===== src/rtl/tree_pkg.sv =====
// ---------------------------------------------------------------------------
// tree_pkg
// Shared definitions for the decision-tree node memory and its host loader.
//   node_t        : one decoded tree node (also consumed by the inference engine)
//   TREE_HDR      : frame header byte
//   err_code_e    : loader status codes
//   load_state_e  : loader FSM states
//   B1_*/B2_*     : bit positions inside the 3-byte node record
// ---------------------------------------------------------------------------
package tree_pkg;

  localparam logic [7:0] TREE_HDR = 8'hA5;

  // Child indices travel as 6 bits on the link regardless of tree size.
  localparam int IDX_BITS = 6;

  // Node counts go up to 64, so one extra bit over the index width.
  localparam int CNT_W = IDX_BITS + 1;

  localparam int B1_LEAF_BIT = 7;
  localparam int B1_LT_BIT   = 6;
  localparam int B2_ACT_HI   = 7;
  localparam int B2_ACT_LO   = 6;
  localparam int IDX_HI      = IDX_BITS - 1;

  typedef struct packed {
    logic                is_leaf;
    logic                less_than;
    logic [7:0]          threshold;
    logic [IDX_BITS-1:0] left_idx;
    logic [IDX_BITS-1:0] right_idx;
    logic [1:0]          action;
  } node_t;

  typedef enum logic [1:0] {
    ERR_NONE  = 2'b00,
    ERR_COUNT = 2'b01,
    ERR_CHILD = 2'b10,
    ERR_CSUM  = 2'b11
  } err_code_e;

  typedef enum logic [2:0] {
    S_IDLE,
    S_COUNT,
    S_B0,
    S_B1,
    S_B2,
    S_CHK,
    S_FIN
  } load_state_e;

endpackage


===== src/rtl/tree_record_decode.sv =====
// ---------------------------------------------------------------------------
// tree_record_decode
// Purely combinational decoder for one 3-byte node record.
//   b0, b1, b2  in  record bytes (threshold, flags/left, action/right)
//   node_count  in  number of nodes in the current frame
//   node        out decoded node_t
//   bad_idx     out internal node whose child index is out of range
// ---------------------------------------------------------------------------
module tree_record_decode
  import tree_pkg::*;
#(
  parameter int ADDR_WIDTH = 6
) (
  input  logic [7:0]       b0,
  input  logic [7:0]       b1,
  input  logic [7:0]       b2,
  input  logic [CNT_W-1:0] node_count,
  output node_t            node,
  output logic             bad_idx
);

  logic left_bad;
  logic right_bad;

  // Split the record into fields. A child index is unusable if it points past
  // the last node of this frame or uses bits the tree's address port lacks;
  // leaves carry no children, so their index fields are never judged.
  always_comb begin
    node           = '0;
    node.threshold = b0;
    node.is_leaf   = b1[B1_LEAF_BIT];
    node.less_than = b1[B1_LT_BIT];
    node.left_idx  = b1[IDX_HI:0];
    node.action    = b2[B2_ACT_HI:B2_ACT_LO];
    node.right_idx = b2[IDX_HI:0];

    left_bad  = ({1'b0, node.left_idx} >= node_count) ||
                ((node.left_idx >> ADDR_WIDTH) != '0);
    right_bad = ({1'b0, node.right_idx} >= node_count) ||
                ((node.right_idx >> ADDR_WIDTH) != '0);
    bad_idx   = !node.is_leaf && (left_bad || right_bad);
  end

endmodule


===== src/rtl/tree_loader.sv =====
// ---------------------------------------------------------------------------
// tree_loader
// Host-side writer for the decision-tree node memory. Consumes a framed byte
// stream (A5, count N, N x 3-byte records [, checksum]) and issues one node
// write per record on the tree's software write port, then reports status.
//
// Optional feature macro: TREE_LOADER_CHECKSUM_EN
//   defined   : a trailing XOR checksum byte is expected and verified
//   undefined : no checksum byte, frame ends after the last record
//
// Ports
//   clk, rst                 clock, synchronous active-high reset
//   in_data/in_valid/in_ready  byte stream from the host link
//   sw_we, sw_addr, sw_data_*  node write port (one-cycle strobe)
//   load_busy                frame in progress
//   load_done / load_err     one-cycle frame result pulses
//   err_code                 00 none, 01 count, 10 child index, 11 checksum
//   tree_valid               tree fully and correctly loaded
// ---------------------------------------------------------------------------
module tree_loader
  import tree_pkg::*;
#(
  parameter int MAX_NODES  = 64,
  parameter int ADDR_WIDTH = $clog2(MAX_NODES)
) (
  input  logic                  clk,
  input  logic                  rst,
  input  logic [7:0]            in_data,
  input  logic                  in_valid,
  output logic                  in_ready,
  output logic                  sw_we,
  output logic [ADDR_WIDTH-1:0] sw_addr,
  output logic                  sw_data_is_leaf,
  output logic                  sw_data_less_than,
  output logic [7:0]            sw_data_threshold,
  output logic [ADDR_WIDTH-1:0] sw_data_left_idx,
  output logic [ADDR_WIDTH-1:0] sw_data_right_idx,
  output logic [1:0]            sw_data_action,
  output logic                  load_busy,
  output logic                  load_done,
  output logic                  load_err,
  output logic [1:0]            err_code,
  output logic                  tree_valid
);

  localparam logic [7:0] MAX_CNT = 8'(MAX_NODES);

  load_state_e      state_q;
  load_state_e      state_d;
  err_code_e        err_q;
  logic [CNT_W-1:0] count_q;
  logic [CNT_W-1:0] node_cnt_q;
  logic [7:0]       b0_q;
  logic [7:0]       b1_q;
  logic             hs;
  logic             count_ok;
  logic             last_node;
  node_t            node;
  logic             bad_idx;
`ifdef TREE_LOADER_CHECKSUM_EN
  logic [7:0]       csum_q;
`endif

  assign hs        = in_valid && in_ready;
  assign count_ok  = (in_data != 8'd0) && (in_data <= MAX_CNT);
  assign last_node = (node_cnt_q + 1'b1) == count_q;
  assign err_code  = err_q;

  // The third record byte is decoded straight off the link so that the whole
  // node can be registered onto the write port in the B2 handshake cycle.
  tree_record_decode #(
    .ADDR_WIDTH (ADDR_WIDTH)
  ) u_decode (
    .b0         (b0_q),
    .b1         (b1_q),
    .b2         (in_data),
    .node_count (count_q),
    .node       (node),
    .bad_idx    (bad_idx)
  );

  // State register. Reset always lands back in IDLE, abandoning any frame.
  always_ff @(posedge clk) begin
    if (rst) begin
      state_q <= S_IDLE;
    end else begin
      state_q <= state_d;
    end
  end

  // Next-state logic and the ready handshake. The link is stalled only for
  // the single FIN cycle, where the result is being reported, and in reset.
  always_comb begin
    state_d  = state_q;
    in_ready = !rst && (state_q != S_FIN);
    unique case (state_q)
      S_IDLE: begin
        if (hs && (in_data == TREE_HDR)) begin
          state_d = S_COUNT;
        end
      end
      S_COUNT: begin
        if (hs) begin
          state_d = count_ok ? S_B0 : S_IDLE;
        end
      end
      S_B0: begin
        if (hs) begin
          state_d = S_B1;
        end
      end
      S_B1: begin
        if (hs) begin
          state_d = S_B2;
        end
      end
      S_B2: begin
        if (hs) begin
`ifdef TREE_LOADER_CHECKSUM_EN
          state_d = last_node ? S_CHK : S_B0;
`else
          state_d = last_node ? S_FIN : S_B0;
`endif
        end
      end
      S_CHK: begin
        if (hs) begin
          state_d = S_FIN;
        end
      end
      S_FIN: begin
        state_d = S_IDLE;
      end
      default: begin
        state_d = S_IDLE;
      end
    endcase
  end

  // Datapath: byte capture, node write port, running checksum and status.
  // The error register is sticky within a frame so the first problem found
  // is the one reported; a bad child index still lets the frame run to its
  // end so the host and loader stay in step on byte boundaries.
  always_ff @(posedge clk) begin
    if (rst) begin
      sw_we             <= 1'b0;
      sw_addr           <= '0;
      sw_data_is_leaf   <= 1'b0;
      sw_data_less_than <= 1'b0;
      sw_data_threshold <= '0;
      sw_data_left_idx  <= '0;
      sw_data_right_idx <= '0;
      sw_data_action    <= '0;
      load_busy         <= 1'b0;
      load_done         <= 1'b0;
      load_err          <= 1'b0;
      tree_valid        <= 1'b0;
      err_q             <= ERR_NONE;
      count_q           <= '0;
      node_cnt_q        <= '0;
      b0_q              <= '0;
      b1_q              <= '0;
`ifdef TREE_LOADER_CHECKSUM_EN
      csum_q            <= '0;
`endif
    end else begin
      sw_we     <= 1'b0;
      load_done <= 1'b0;
      load_err  <= 1'b0;
      unique case (state_q)
        S_IDLE: begin
          if (hs && (in_data == TREE_HDR)) begin
            err_q      <= ERR_NONE;
            tree_valid <= 1'b0;
            load_busy  <= 1'b1;
          end
        end
        S_COUNT: begin
          if (hs) begin
            if (!count_ok) begin
              err_q     <= ERR_COUNT;
              load_err  <= 1'b1;
              load_busy <= 1'b0;
            end else begin
              count_q    <= in_data[CNT_W-1:0];
              node_cnt_q <= '0;
`ifdef TREE_LOADER_CHECKSUM_EN
              csum_q     <= in_data;
`endif
            end
          end
        end
        S_B0: begin
          if (hs) begin
            b0_q <= in_data;
`ifdef TREE_LOADER_CHECKSUM_EN
            csum_q <= csum_q ^ in_data;
`endif
          end
        end
        S_B1: begin
          if (hs) begin
            b1_q <= in_data;
`ifdef TREE_LOADER_CHECKSUM_EN
            csum_q <= csum_q ^ in_data;
`endif
          end
        end
        S_B2: begin
          if (hs) begin
            sw_we             <= 1'b1;
            sw_addr           <= node_cnt_q[ADDR_WIDTH-1:0];
            sw_data_is_leaf   <= node.is_leaf;
            sw_data_less_than <= node.less_than;
            sw_data_threshold <= node.threshold;
            sw_data_left_idx  <= node.left_idx[ADDR_WIDTH-1:0];
            sw_data_right_idx <= node.right_idx[ADDR_WIDTH-1:0];
            sw_data_action    <= node.action;
            node_cnt_q        <= node_cnt_q + 1'b1;
            if (bad_idx && (err_q == ERR_NONE)) begin
              err_q <= ERR_CHILD;
            end
`ifdef TREE_LOADER_CHECKSUM_EN
            csum_q <= csum_q ^ in_data;
`endif
          end
        end
        S_CHK: begin
`ifdef TREE_LOADER_CHECKSUM_EN
          if (hs && (in_data != csum_q) && (err_q == ERR_NONE)) begin
            err_q <= ERR_CSUM;
          end
`endif
        end
        S_FIN: begin
          load_busy <= 1'b0;
          if (err_q != ERR_NONE) begin
            load_err <= 1'b1;
          end else begin
            load_done  <= 1'b1;
            tree_valid <= 1'b1;
          end
        end
        default: begin
        end
      endcase
    end
  end

endmodule


===== config.mk =====
export PLATFORM = sky130hd
export DESIGN_NAME = tree_loader
export DESIGN_NICKNAME = d
export VERILOG_FILES = /design/src/rtl/tree_pkg.sv /design/src/rtl/tree_record_decode.sv /design/src/rtl/tree_loader.sv
export SDC_FILE = /design/constraint.sdc
export NUM_CORES = 1
export LEC_CHECK = 0
export CAP_MARGIN = 40
export CORE_MARGIN = 1.5
export CORE_UTILIZATION = 55
export CTS_BUF_LIST = sky130_fd_sc_hd__clkbuf_4 sky130_fd_sc_hd__clkbuf_8
export DETAILED_ROUTE_END_ITERATION = 16
export PLACE_DENSITY = 0.81
export SYNTH_ARGS = -nofsm -noshare
export SYNTH_HDL_FRONTEND = slang
export SYNTH_SLANG_ARGS = --single-unit
export TNS_END_PERCENT = 5

===== constraint.sdc =====
create_clock -name clk -period 2.9 [get_ports clk]
set_input_delay 0.435 -clock clk [delete_from_list [all_inputs] [get_ports clk]]
set_output_delay 0.435 -clock clk [all_outputs]
set_load 0.01 [all_outputs]

==> results of run 1 <==
==> metal layers <==
layer / global-route usage (%) / share of wire (%) / routed length (µm)
met5: 0 / 0 / 0
met4: 14.64 / 2.9 / 220
met3: 5.402 / 4.0 / 298
met2: 42.41 / 48 / 3619
met1: 33.07 / 45 / 3361
==> cell usage after synthesis (2+ instances only) <==
| library cell | n | share of area (%) |
|---|---|---|
| a211o_1 | 2 | 0.56 |
| a211oi_1 | 3 | 0.71 |
| a21o_1 | 4 | 0.95 |
| a21oi_1 | 48 | 7.6 |
| a31oi_1 | 4 | 0.79 |
| and2_1 | 2 | 0.40 |
| buf_1 | 2 | 0.24 |
| buf_6 | 2 | 0.71 |
| clkbuf_1 | 15 | 1.8 |
| dfxtp_1 | 70 | 44 |
| ha_1 | 13 | 5.2 |
| inv_1 | 10 | 1.2 |
| mux2i_1 | 14 | 4.4 |
| nand2_1 | 89 | 11 |
| nand2b_1 | 7 | 1.4 |
| nand3_1 | 9 | 1.4 |
| nand4_1 | 3 | 0.60 |
| nor2_1 | 33 | 3.9 |
| nor2b_1 | 6 | 1.2 |
| nor3_1 | 5 | 0.79 |
| nor4_1 | 2 | 0.40 |
| o21ai_0 | 8 | 1.3 |
| o32ai_1 | 2 | 0.56 |
| or2_2 | 2 | 0.40 |
| or4_1 | 2 | 0.48 |
| or4b_1 | 2 | 0.64 |
| xnor2_1 | 6 | 1.7 |
| xor2_1 | 4 | 1.1 |
==> how the worst max path moves through the flow <==
| stage | endpoint | slack [ns] | cells after the start |
|---|---|---|---|
| 4_1_cts | in_ready | 0.49 | 4 |
| 3_5_place_dp | node_cnt_q[3]$_SDFFE_PP0P_ | 0.24 | 6 |
| 3_3_place_gp | node_cnt_q[3]$_SDFFE_PP0P_ | 0.30 | 6 |
| 2_1_floorplan | node_cnt_q[3]$_SDFFE_PP0P_ | 0.84 | 6 |
| 5_1_grt | node_cnt_q[1]$_SDFFE_PP0P_ | 0.32 | 5 |
| 6_report | node_cnt_q[1]$_SDFFE_PP0P_ | 0.47 | 5 |
==> cell families after synthesis <==
logic type               synth area share [%]
AND/OR/NAND/NOR                         23.82
adder cells (fa/ha/maj)                 5.161
AO/OA/AOI/OAI                           15.28
multiplexers                            4.446
flip-flops                              44.46
buffers and inverters                   4.049
XOR/XNOR                                2.779
==> critical path: cells and delay by family (launching register included) <==
family          cells  cell delay [ns]
compound gates      2             0.85
flops               1             0.60
simple gates        3             0.87
==> state kept, by name, summed over array words and instances, names as in the netlist, 6 cells and up <==
name and flops:
b0_q 8, sw_addr 6, node_cnt_q 7, b1_q 8
sw_data_right_idx 6, sw_data_left_idx 6, count_q 7, sw_data_threshold 8
==> through the flow <==
step	std cells	power [mW]
2_1_floorplan	386	1.012
3_3_place_gp	496	1.048
3_5_place_dp	496	1.048
4_1_cts	511	1.916
5_1_grt	511	1.961
6_report	511	1.907
==> area by class of cell <==
cell class | instances | area [µm²] | area share, %
clock inverters | 5 | 82.58 | 2.101
multi-input cells | 286 | 1623 | 41.28
well taps | 72 | 90.09 | 2.292
flip-flops and latches | 70 | 1401 | 35.65
repair buffers | 57 | 555.5 | 14.13
inverters | 11 | 41.29 | 1.050
clock buffers | 10 | 137.6 | 3.501
==> where the power goes <==
group / total [mW] / switching, mW / internal, mW
logic: 0.0666 / 0.0407 / 0.0259
clock network: 0.880 / 0.374 / 0.506
registers: 0.960 / 0.000109 / 0.960
==> metrics.md, run 1 <==
| Metric | Value |
|---|---|
| Commonest non-fill, non-tap cells in the layout | nand2_1, dfxtp_1, a21oi_1 |
| Via density per instance | approximately 5.6 |
| Drt initial violations | approximately 190 |
| Worst hold path endpoint | sw_data_less_than$_SDFFE_PP0P_ |
| Max-capacitance violation count | 0 |
| Yosys cell types | 45 |
| Clock latency on the worst-skew pair | around 0.35 ns |
| Die W | 78.70 µm |
| CTS Buf Count | 9 |
| Critical Path Fanout Max | 15 |
| Leading cell type in the layout, fill and taps excluded | nand2_1 |
| Critical Path Start Type | register |
| Share of flip-flops with an asynchronous set or reset | 0% |
| Crit path kind | register to register |
| Unrepaired setup endpoints after global routing | no |
| Gr ovfl total | 0 |
| Max Fclk | between 400 and 500 MHz |
| Synth Register Bits | 70 |
| Post-Place Cell Area | approximately 3700 µm² |
| Chip Height | between 70 and 80 µm |
| CP startpoint | state_q[0]$_SDFFE_PP0P_ |
| Fillers | ~440 |
| Root buf cell | clkbuf_8 |
| Core Area | ~5500 µm² |
| Rows | 27 |
| Mean area per synthesized cell | between 8 and 9 µm² |
| Vias | 2856 |
| Setup TNS | 0 ns |
| Clk sink count | 70 |
| RePlAce Congestion | roughly 0.9 |
| Final setup violation count | 0 |
| Final Instance Area | between 3000 and 4000 µm² |
| Max_slew headroom | between 60 and 70% |
| Cts repair resizes | 0 |
| Hold buffer count at cts | 0 |
| Synth warnings | 0 |
| Num ports | 49 |
| Final wirelength | roughly 7.5 mm |
| Clock Skews | around 0.011 ns |
| Starting Density | a little under three fifths |
| Clock period minus worst slack | roughly 2.4 ns |
| Syn Inst Count | ~390 |
| Post-synth top flop | dfxtp_1 |
| Register area share after synthesis | 44.46% |
| Drt pass-1 iters | 4 |
| Final worst-path cycle share | around 84% |
| GRT Total Usage | a little over a quarter |
| Vias in the first global route | between 2000 and 3000 |
| Setup slack, reg-to-reg | 0.47 ns |
| Peak VDD IR | 427.2 µV |
| First-pass GRT wire length | roughly 13 mm |
| Hold_ws | between 0.4 and 0.5 ns |
| Final WS setup | about 0.47 ns |
| Final core occ | 71.39% |
| Crit path DAT | between 2 and 3 ns |
| Pleak | between 1 and 1.5 nW |
| Largest net degree at the start of global routing | 43 |
| Postcts setup bufs | 0 |
| Worst hold path type | register to register |
| Layout cell share with drive strength beyond 1 | under 10% |
| EDFF count, synth | 0 |
| Count of final hold-check violations | 0 |
| Pwr/cell area | ~490 nW/µm² |
| Synthesized area | between 3000 and 4000 µm² |
| TritonCTS clock tree | done |
| Reg-to-Reg Start | state_q[0]$_SDFFE_PP0P_ |
| Final #Nets | between 400 and 500 |
| Initial antenna violation count | 0 |
| DPL Wire Length | roughly 5.2 mm |
| Drt wl/cell | 14.68 µm |
| Syn Nets | between 400 and 500 |
| Cell Chain, Critical Path | or4b_1, nand4bb_1, a211oi_2, a2bb2oi_1, nor2_1 |
| Largest stage delay, worst path | about 0.60 ns |
| Clock Pin Slew Worst Setup and Hold Paths | 0.08 ns |
| IO Port Bufs | 48 |
| CP required | roughly 3.1 ns |
| Hold Startpoint | b1_q[6]$_SDFFE_PP0P_ |
| Status | finished clean |
| Area Growth Syn to Fin | 24.73% |
| DRC violation count after routing | 0 |
| DP Worst Slack | ~0.24 ns |
| CP Capture Type | register |
| Critical-path top delay cell | dfxtp_1 |
| WHS Path Cells | 2 |
| Die ar. | 6194 µm² |
| Clk buf depth | 2 |
| Antenna cell count | 0 |
| R2R Path End | node_cnt_q[1]$_SDFFE_PP0P_ |
| Htree depth | 3 |
| Pins Over Slew Limit | 0 |
| Number of routed nets with antenna violations | 0 |
| R2r worst-path depth | 5 |
| Worst-Margin Slew | 0.5689 ns |
(Power assumes the default switching activity.)
==> inputs of run 2 (changes only) <==
CORE_UTILIZATION = 50   (was 55)
PLACE_DENSITY = 0.78   (was 0.81)
clock period = 2.06 ns   (was 2.9 ns; I/O delays follow)
==> run 2 against run 1 <==
Against the previous run: clock power is 41% higher; clock skew decreased by 0.0048 ns; first-iteration DRC count is 20% higher; power rose by 42%.
==> metrics.md, run 2 (synthesis results as in run 1) <==
| Metric | Value |
|---|---|
| Num ports | 49 (unchanged) |
| CTS Buf Count | 9 (unchanged) |
| Worst-Margin Slew | 0.5285 ns (-0.04039 ns) |
| Switching share of power | 22.80% (+1.1 points) |
| Max Fclk | 491.1 MHz |
| Cts repair resizes | 0 (unchanged) |
| Drt pass-1 iters | 5 (+1) |
| Clk buf depth | 2 (unchanged) |
| Pwr/cell area | 640.8 nW/µm² (+32%) |
| Total power | 2.711 mW (+42%) |
| Peak VDD IR | 480.3 µV (+12%) |
| Worst hold path type | input pin to register |
| Clock period minus worst slack | 2.036 ns |
| Drt initial violations | 233 (+20%) |
| Clk pwr share | 45.6% (-0.5 points) |
| Commonest non-fill, non-tap cells in the layout | nand2_1, dfxtp_1, a21oi_1 |
| Critical Path Fanout Max | 4 (-11) |
| Gr ovfl total | 0 (unchanged) |
| IO Port Bufs | 48 (unchanged) |
| Hold_ws | 0.3705 ns (-0.07729 ns) |
| DRC violation count after routing | 0 (unchanged) |
| Initial antenna violation count | 0 (unchanged) |
| Htree depth | 3 (unchanged) |
| Reg-to-Reg Start | state_q[2]$_SDFFE_PP0P_ |
| Root buf cell | clkbuf_8 |
| Max-capacitance violation count | 0 (unchanged) |
| Via density per instance | 5.476 (-2.0%) |
| CP bufs+invs | 3 (+3) |
| Drt wl/cell | 14.73 µm (+0.36%) |
| Chip Height | 82.40 µm (+4.7%) |
| Biggest regs | b0_q x8, b1_q x8, sw_data_threshold x8 |
| Vias | 2990 (+4.7%) |
| Antenna cell count | 0 (unchanged) |
| DP Worst Slack | -0.3463 ns (-0.5896 ns) |
| Core Area | 5991 µm² (+8.8%) |
| Final WS setup | 0.02368 ns (-0.4431 ns) |
| Clk sink count | 70 (unchanged) |
| Largest stage delay, worst path | 0.56 ns (-0.04 ns) |
| Hold buffer count at cts | 0 (unchanged) |
| Critical-path top delay cell | or4b_4 |
| Final #Nets | 490 (+6.8%) |
| Leading cell type in the layout, fill and taps excluded | nand2_1 |
| Final setup violation count | 0 (unchanged) |
| Final wirelength | 8.044 mm (+7.2%) |
| Largest net degree at the start of global routing | 53 (+23%) |
| Starting Density | 52.61% (-4.6 points) |
| Final core occ | 70.61% (-0.78 points) |
| Cell internal pwr | 2.093 mW (+40%) |
| Fillers | 468 (+6.1%) |
| First-pass GRT wire length | 12.90 mm (+1.5%) |
| Count of final hold-check violations | 0 (unchanged) |
| Status | finished clean |
| Vias in the first global route | 2650 (-1.4%) |
| Hold Startpoint | rst |
| Crit path kind | input pin to register |
| Clock latency on the worst-skew pair | 0.36 ns (about the same) |
| Unrepaired setup endpoints after global routing | yes |
| Worst hold path endpoint | state_q[2]$_SDFFE_PP0P_ |
| Comb power frac | 4.5% (+1.0 points) |
| WHS Path Cells | 4 (+2) |
| Die W | 82.40 µm (+4.7%) |
| CP required | 2.35 ns (-0.77 ns) |
| Most frequent CP cell | buf_4 |
| Number of routed nets with antenna violations | 0 (unchanged) |
| DPL Wire Length | 5.762 mm (+11%) |
| RePlAce Congestion | 0.9636 (+10%) |
| TritonCTS clock tree | done |
| WP depth | 8 (+3) |
| Area Growth Syn to Fin | 34.22% |
| Pins Over Slew Limit | 0 (unchanged) |
| Net switching power | 0.6179 mW (+49%) |
| R2r worst-path depth | 7 (+2) |
| Clock Skews | 0.006241 ns (-0.004790 ns) |
| Placed cell count | 530 (+6.9%) |
| Layout Cells excl Fill | 546 (+6.8%) |
| Setup slack, reg-to-reg | 0.12 ns (-0.35 ns) |
| Pleak | 1.665 nW (+11%) |
| Clock Pin Slew Worst Setup and Hold Paths | 0.08 ns (about the same) |
| GRT Total Usage | 25.62% (-0.78 points) |
| Die ar. | 6789 µm² (+9.6%) |
| R2R Path End | count_q[5]$_SDFFE_PP0P_ |
| Flop pwr share | 49.9% (-0.5 points) |
| Crit path DAT | 2.32 ns (-0.33 ns) |
| CP Capture Type | register |
| Cell Chain, Critical Path | clkdlybuf4s50_1, or4b_4, nand4bb_4, buf_4, a211oi_4, buf_4, nand2_1, a21oi_1 |
| Critical Path Start Type | input pin |
| Max_slew headroom | 64.77% (+2.7 points) |
| Layout cell share with drive strength beyond 1 | 14.23% (+7.6 points) |
| Final worst-path cycle share | between 90% and 100% |
| Postcts setup bufs | 0 (unchanged) |
| Cell family with most CP delay | simple AND/OR/NAND/NOR gates |
| Rows | 28 (+3.7%) |
## run 2: worst register-to-register path, stage by stage (launching register included)
cell and delay, ns:
dfxtp_1 0.33, or4b_4 0.53, nand4bb_4 0.25, buf_4 0.16, a211oi_4 0.27, buf_4 0.18
nand2_1 0.06, a21oi_1 0.11
## run 2: layout make-up
| cell class | count | area, µm² | area share [%] |
|---|---|---|---|
| Sequential cell | 70 | 1401 | 33.13 |
| Clock buffer | 9 | 123.9 | 2.928 |
| Inverter | 11 | 41.29 | 0.9760 |
| Multi-Input combinational cell | 286 | 1672 | 39.51 |
| Timing Repair Buffer | 88 | 800.8 | 18.93 |
| Tap cell | 75 | 93.84 | 2.218 |
| Clock inverter | 7 | 97.59 | 2.307 |
## run 2: stage by stage
step	setup TNS (ns)	instance area, µm²
after floorplan	0	3152
after global placement	-4.178	3960
after detailed placement	-5.212	3960
after CTS	0	4182
after global routing	-0.09959	4230
final	0	4230
## run 2: power by group through the flow
stage / clock [mW] / sequential, mW / combinational, mW
global route: 1.32 / 1.35 / 0.131
finish: 1.24 / 1.35 / 0.123
detailed placement: 0 / 1.38 / 0.117
global placement: 0 / 1.38 / 0.117
CTS: 1.25 / 1.35 / 0.119
floorplan: 0 / 1.38 / 0.0406
## run 2: worst max path at each step
stage / startpoint / to / slack, ns
2_1_floorplan: state_q[2]$_SDFFE_PP0P_ / node_cnt_q[3]$_SDFFE_PP0P_ / 0.04
3_3_place_gp: in_data[7] / count_q[6]$_SDFFE_PP0P_ / -0.29
3_5_place_dp: in_data[7] / count_q[5]$_SDFFE_PP0P_ / -0.35
4_1_cts: in_data[7] / count_q[4]$_SDFFE_PP0P_ / 0.002
5_1_grt: in_data[7] / count_q[3]$_SDFFE_PP0P_ / -0.05
6_report: in_data[7] / count_q[5]$_SDFFE_PP0P_ / 0.02
## run 2: routing by layer
metal  up-vias  track usage [%]  share of wire, %
met5         -                0                 0
met4         0            13.39               2.6
met3        18            5.385               5.7
met2       104            39.43                48
met1      1391            33.61                44
li1       1477                -                 -
==> inputs of run 3 (changes only) <==
CAP_MARGIN = not set   (was 40)
PLACE_DENSITY = not set   (was 0.78)
PLACE_DENSITY_LB_ADDON = 0.25   (was not set)
SKIP_LAST_GASP = 1   (was not set)
==> run 3 against run 2 <==
Against the previous run: setup slack barely moved; clock skew barely moved; routed wire length rose by 1.2%; utilization rose by 0.23 points; final cell count fell by 0.37%; count of clock-buffer cells in the layout rose by 1; fmax barely moved; register-to-register slack barely moved; sequential power barely moved; critical path type unchanged; largest power group unchanged; highest routed layer unchanged.
==> metrics.md, run 3 (synthesis results as in run 1) <==
| Metric | Value |
|---|---|
| Total power | 2.689 mW (-0.80%) |
| Clk buf depth | 2 (unchanged) |
| Area Growth Syn to Fin | 34.66% |
| Area taken by multi-input logic gates | 1705 µm² (+2.0%) |
| Count of final hold-check violations | 0 (unchanged) |
| Pins Over Slew Limit | 0 (unchanged) |
| Root buf cell | clkbuf_8 |
| Cell internal pwr | 2.099 mW (+0.28%) |
| Die W | 82.40 µm (unchanged) |
| Clock Pin Slew Worst Setup and Hold Paths | 0.07 ns (about the same) |
| Max_slew headroom | 71.35% (+6.6 points) |
| Pleak | 1.669 nW (+0.26%) |
| DRC violation count after routing | 0 (unchanged) |
| Switching share of power | 21.95% (-0.84 points) |
| Leading cell type in the layout, fill and taps excluded | nand2_1 |
| Setup TNS | 0 ns (unchanged) |
| Layout Cells excl Fill | 544 (-0.37%) |
| Die ar. | 6789 µm² (unchanged) |
| Drt pass-1 iters | 5 (unchanged) |
| Critical-path top delay cell | or4b_4 |
| Layout cell share with drive strength beyond 1 | 14.71% (+0.49 points) |
| Crit path DAT | 2.27 ns (-0.05 ns) |
| Worst hold path type | input pin to register |
| Crit path kind | input pin to register |
| Peak VDD IR | 451.3 µV (-6.0%) |
| IO Port Bufs | 48 (unchanged) |
| Placed cell count | 526 (-0.75%) |
| Vias | 2986 (-0.13%) |
| Final #Nets | 488 (-0.41%) |
| CP required | 2.30 ns (-0.05 ns) |
| Pwr/cell area | 633.6 nW/µm² (-1.1%) |
| Comb power frac | 4.5% (about the same) |
| Flop pwr share | 50.3% (+0.4 points) |
| Biggest regs | b0_q x8, b1_q x8, sw_data_threshold x8 |
| Largest net degree at the start of global routing | 44 (-17%) |
| Starting Density | 52.61% (unchanged) |
| Drt initial violations | 183 (-21%) |
| Gr ovfl total | 0 (unchanged) |
| TritonCTS clock tree | done |
| Antenna cell count | 0 (unchanged) |
| CTS Buf Count | 9 (unchanged) |
| Final worst-path cycle share | 98.85% (about the same) |
| Clock Skews | 0.005914 ns (-0.0003274 ns) |
| Worst-Margin Slew | 0.4297 ns (-0.09879 ns) |
| Most frequent CP cell | a211o_4 |
| R2r worst-path depth | 5 (-2) |
| Reg-to-Reg Start | state_q[2]$_SDFFE_PP0P_ |
| Initial antenna violation count | 0 (unchanged) |
| GRT Total Usage | 25.40% (-0.22 points) |
| Clk sink count | 70 (unchanged) |
| Final core occ | 70.84% (+0.23 points) |
| Reg area | 1401 µm² (unchanged) |
| Drt wl/cell | 14.97 µm (+1.6%) |
| Final setup violation count | 0 (unchanged) |
| Max Fclk | 491.1 MHz (about the same) |
| Htree depth | 3 (unchanged) |
| Via density per instance | 5.489 (+0.23%) |
| Core Area | 5991 µm² (unchanged) |
| Vias in the first global route | 2795 (+5.5%) |
| Num ports | 49 (unchanged) |
| Net switching power | 0.5903 mW (-4.5%) |
| Clk pwr share | 45.3% (-0.3 points) |
| Critical Path Fanout Max | 7 (+3) |
| CP Capture Type | register |
| First-pass GRT wire length | 12.83 mm (-0.53%) |
| Clock period minus worst slack | 2.036 ns (+0.00007990 ns) |
| Fillers | 457 (-2.4%) |
| Largest stage delay, worst path | 0.56 ns (about the same) |
| Number of routed nets with antenna violations | 0 (unchanged) |
| Max-capacitance violation count | 0 (unchanged) |
| Final wirelength | 8.142 mm (+1.2%) |
| Hold Startpoint | rst |
| Unrepaired setup endpoints after global routing | yes |
| Commonest non-fill, non-tap cells in the layout | nand2_1, dfxtp_1, a21oi_1, clkdlybuf4s50_1, buf_4 |
| R2R Path End | node_cnt_q[3]$_SDFFE_PP0P_ |
| Rows | 28 (unchanged) |
| Chip Height | 82.40 µm (unchanged) |
| Clock latency on the worst-skew pair | 0.35 ns (about the same) |
| DPL Wire Length | 5.688 mm (-1.3%) |
| Setup slack, reg-to-reg | 0.12 ns (about the same) |
| Critical Path Start Type | input pin |
| WHS Path Cells | 2 (-2) |
| Status | finished clean |
| RePlAce Congestion | 0.8822 (-8.4%) |
| Cell Chain, Critical Path | clkdlybuf4s50_1, or4b_4, a211o_4, a211o_4, a32oi_1, nor2_1 |
| Worst hold path endpoint | tree_valid$_SDFFE_PP0P_ |
## run 3: layer usage
layer	global-route usage, %	wire length, µm	up-vias
met5	0	0	-
met4	10.34	190	0
met3	6.703	407	17
met2	41.63	4001	79
met1	31.50	3542	1416
li1	-	-	1474
## run 3: final cells by class
class / count / share of cell area (%)
inverters: 11 / 0.9729
well taps: 75 / 2.211
multi-input cells: 287 / 40.18
clock inverters: 6 / 2.034
repair buffers: 85 / 18.48
flip-flops and latches: 70 / 33.02
clock buffers: 10 / 3.096
## run 3: worst max path at each step
| stage | from | to | slack (ns) | depth (start not counted) |
|---|---|---|---|---|
| 2_1_floorplan | state_q[2]$_SDFFE_PP0P_ | node_cnt_q[3]$_SDFFE_PP0P_ | 0.04 | 7 |
| 3_3_place_gp | in_data[7] | node_cnt_q[3]$_SDFFE_PP0P_ | -0.37 | 6 |
| 3_5_place_dp | in_data[7] | node_cnt_q[3]$_SDFFE_PP0P_ | -0.39 | 6 |
| 4_1_cts | in_data[7] | node_cnt_q[3]$_SDFFE_PP0P_ | -0.04 | 6 |
| 5_1_grt | in_data[7] | node_cnt_q[2]$_SDFFE_PP0P_ | -0.04 | 6 |
| 6_report | in_data[7] | node_cnt_q[3]$_SDFFE_PP0P_ | 0.02 | 6 |
## run 3: timing repair
item,CTS,global route
buffers inserted,0,1
resized for setup,1,14
pin swaps,0,2
gates cloned,0,1
hold buffers,0,0
setup endpoints to repair,3,17
endpoints found under the hold margin,0,0
## run 3: power by group through the flow
stage               sequential (mW)  clock (mW)  combinational (mW)
finish                         1.35        1.22               0.120
global route                   1.35        1.30               0.129
CTS                            1.35        1.24               0.115
detailed placement             1.38           0               0.114
global placement               1.38           0               0.112
floorplan                      1.38           0              0.0406
## run 3: metrics by stage
step | hold slack [ns] | setup WS, ns | instance area (µm²)
6_report | 0.1857 | 0.02360 | 4244
5_1_grt | 0.2002 | -0.03904 | 4244
4_1_cts | 0.1829 | -0.03680 | 4150
3_5_place_dp | 0.4473 | -0.3921 | 3930
3_3_place_gp | 0.4419 | -0.3660 | 3930
2_1_floorplan | 0.4315 | 0.04091 | 3152
## run 3: worst max-delay path, delay by kind of cell
family | cells | cell delay, ns
simple gates | 2 | 0.62
compound gates | 3 | 0.91
buf+inv | 1 | 0.44
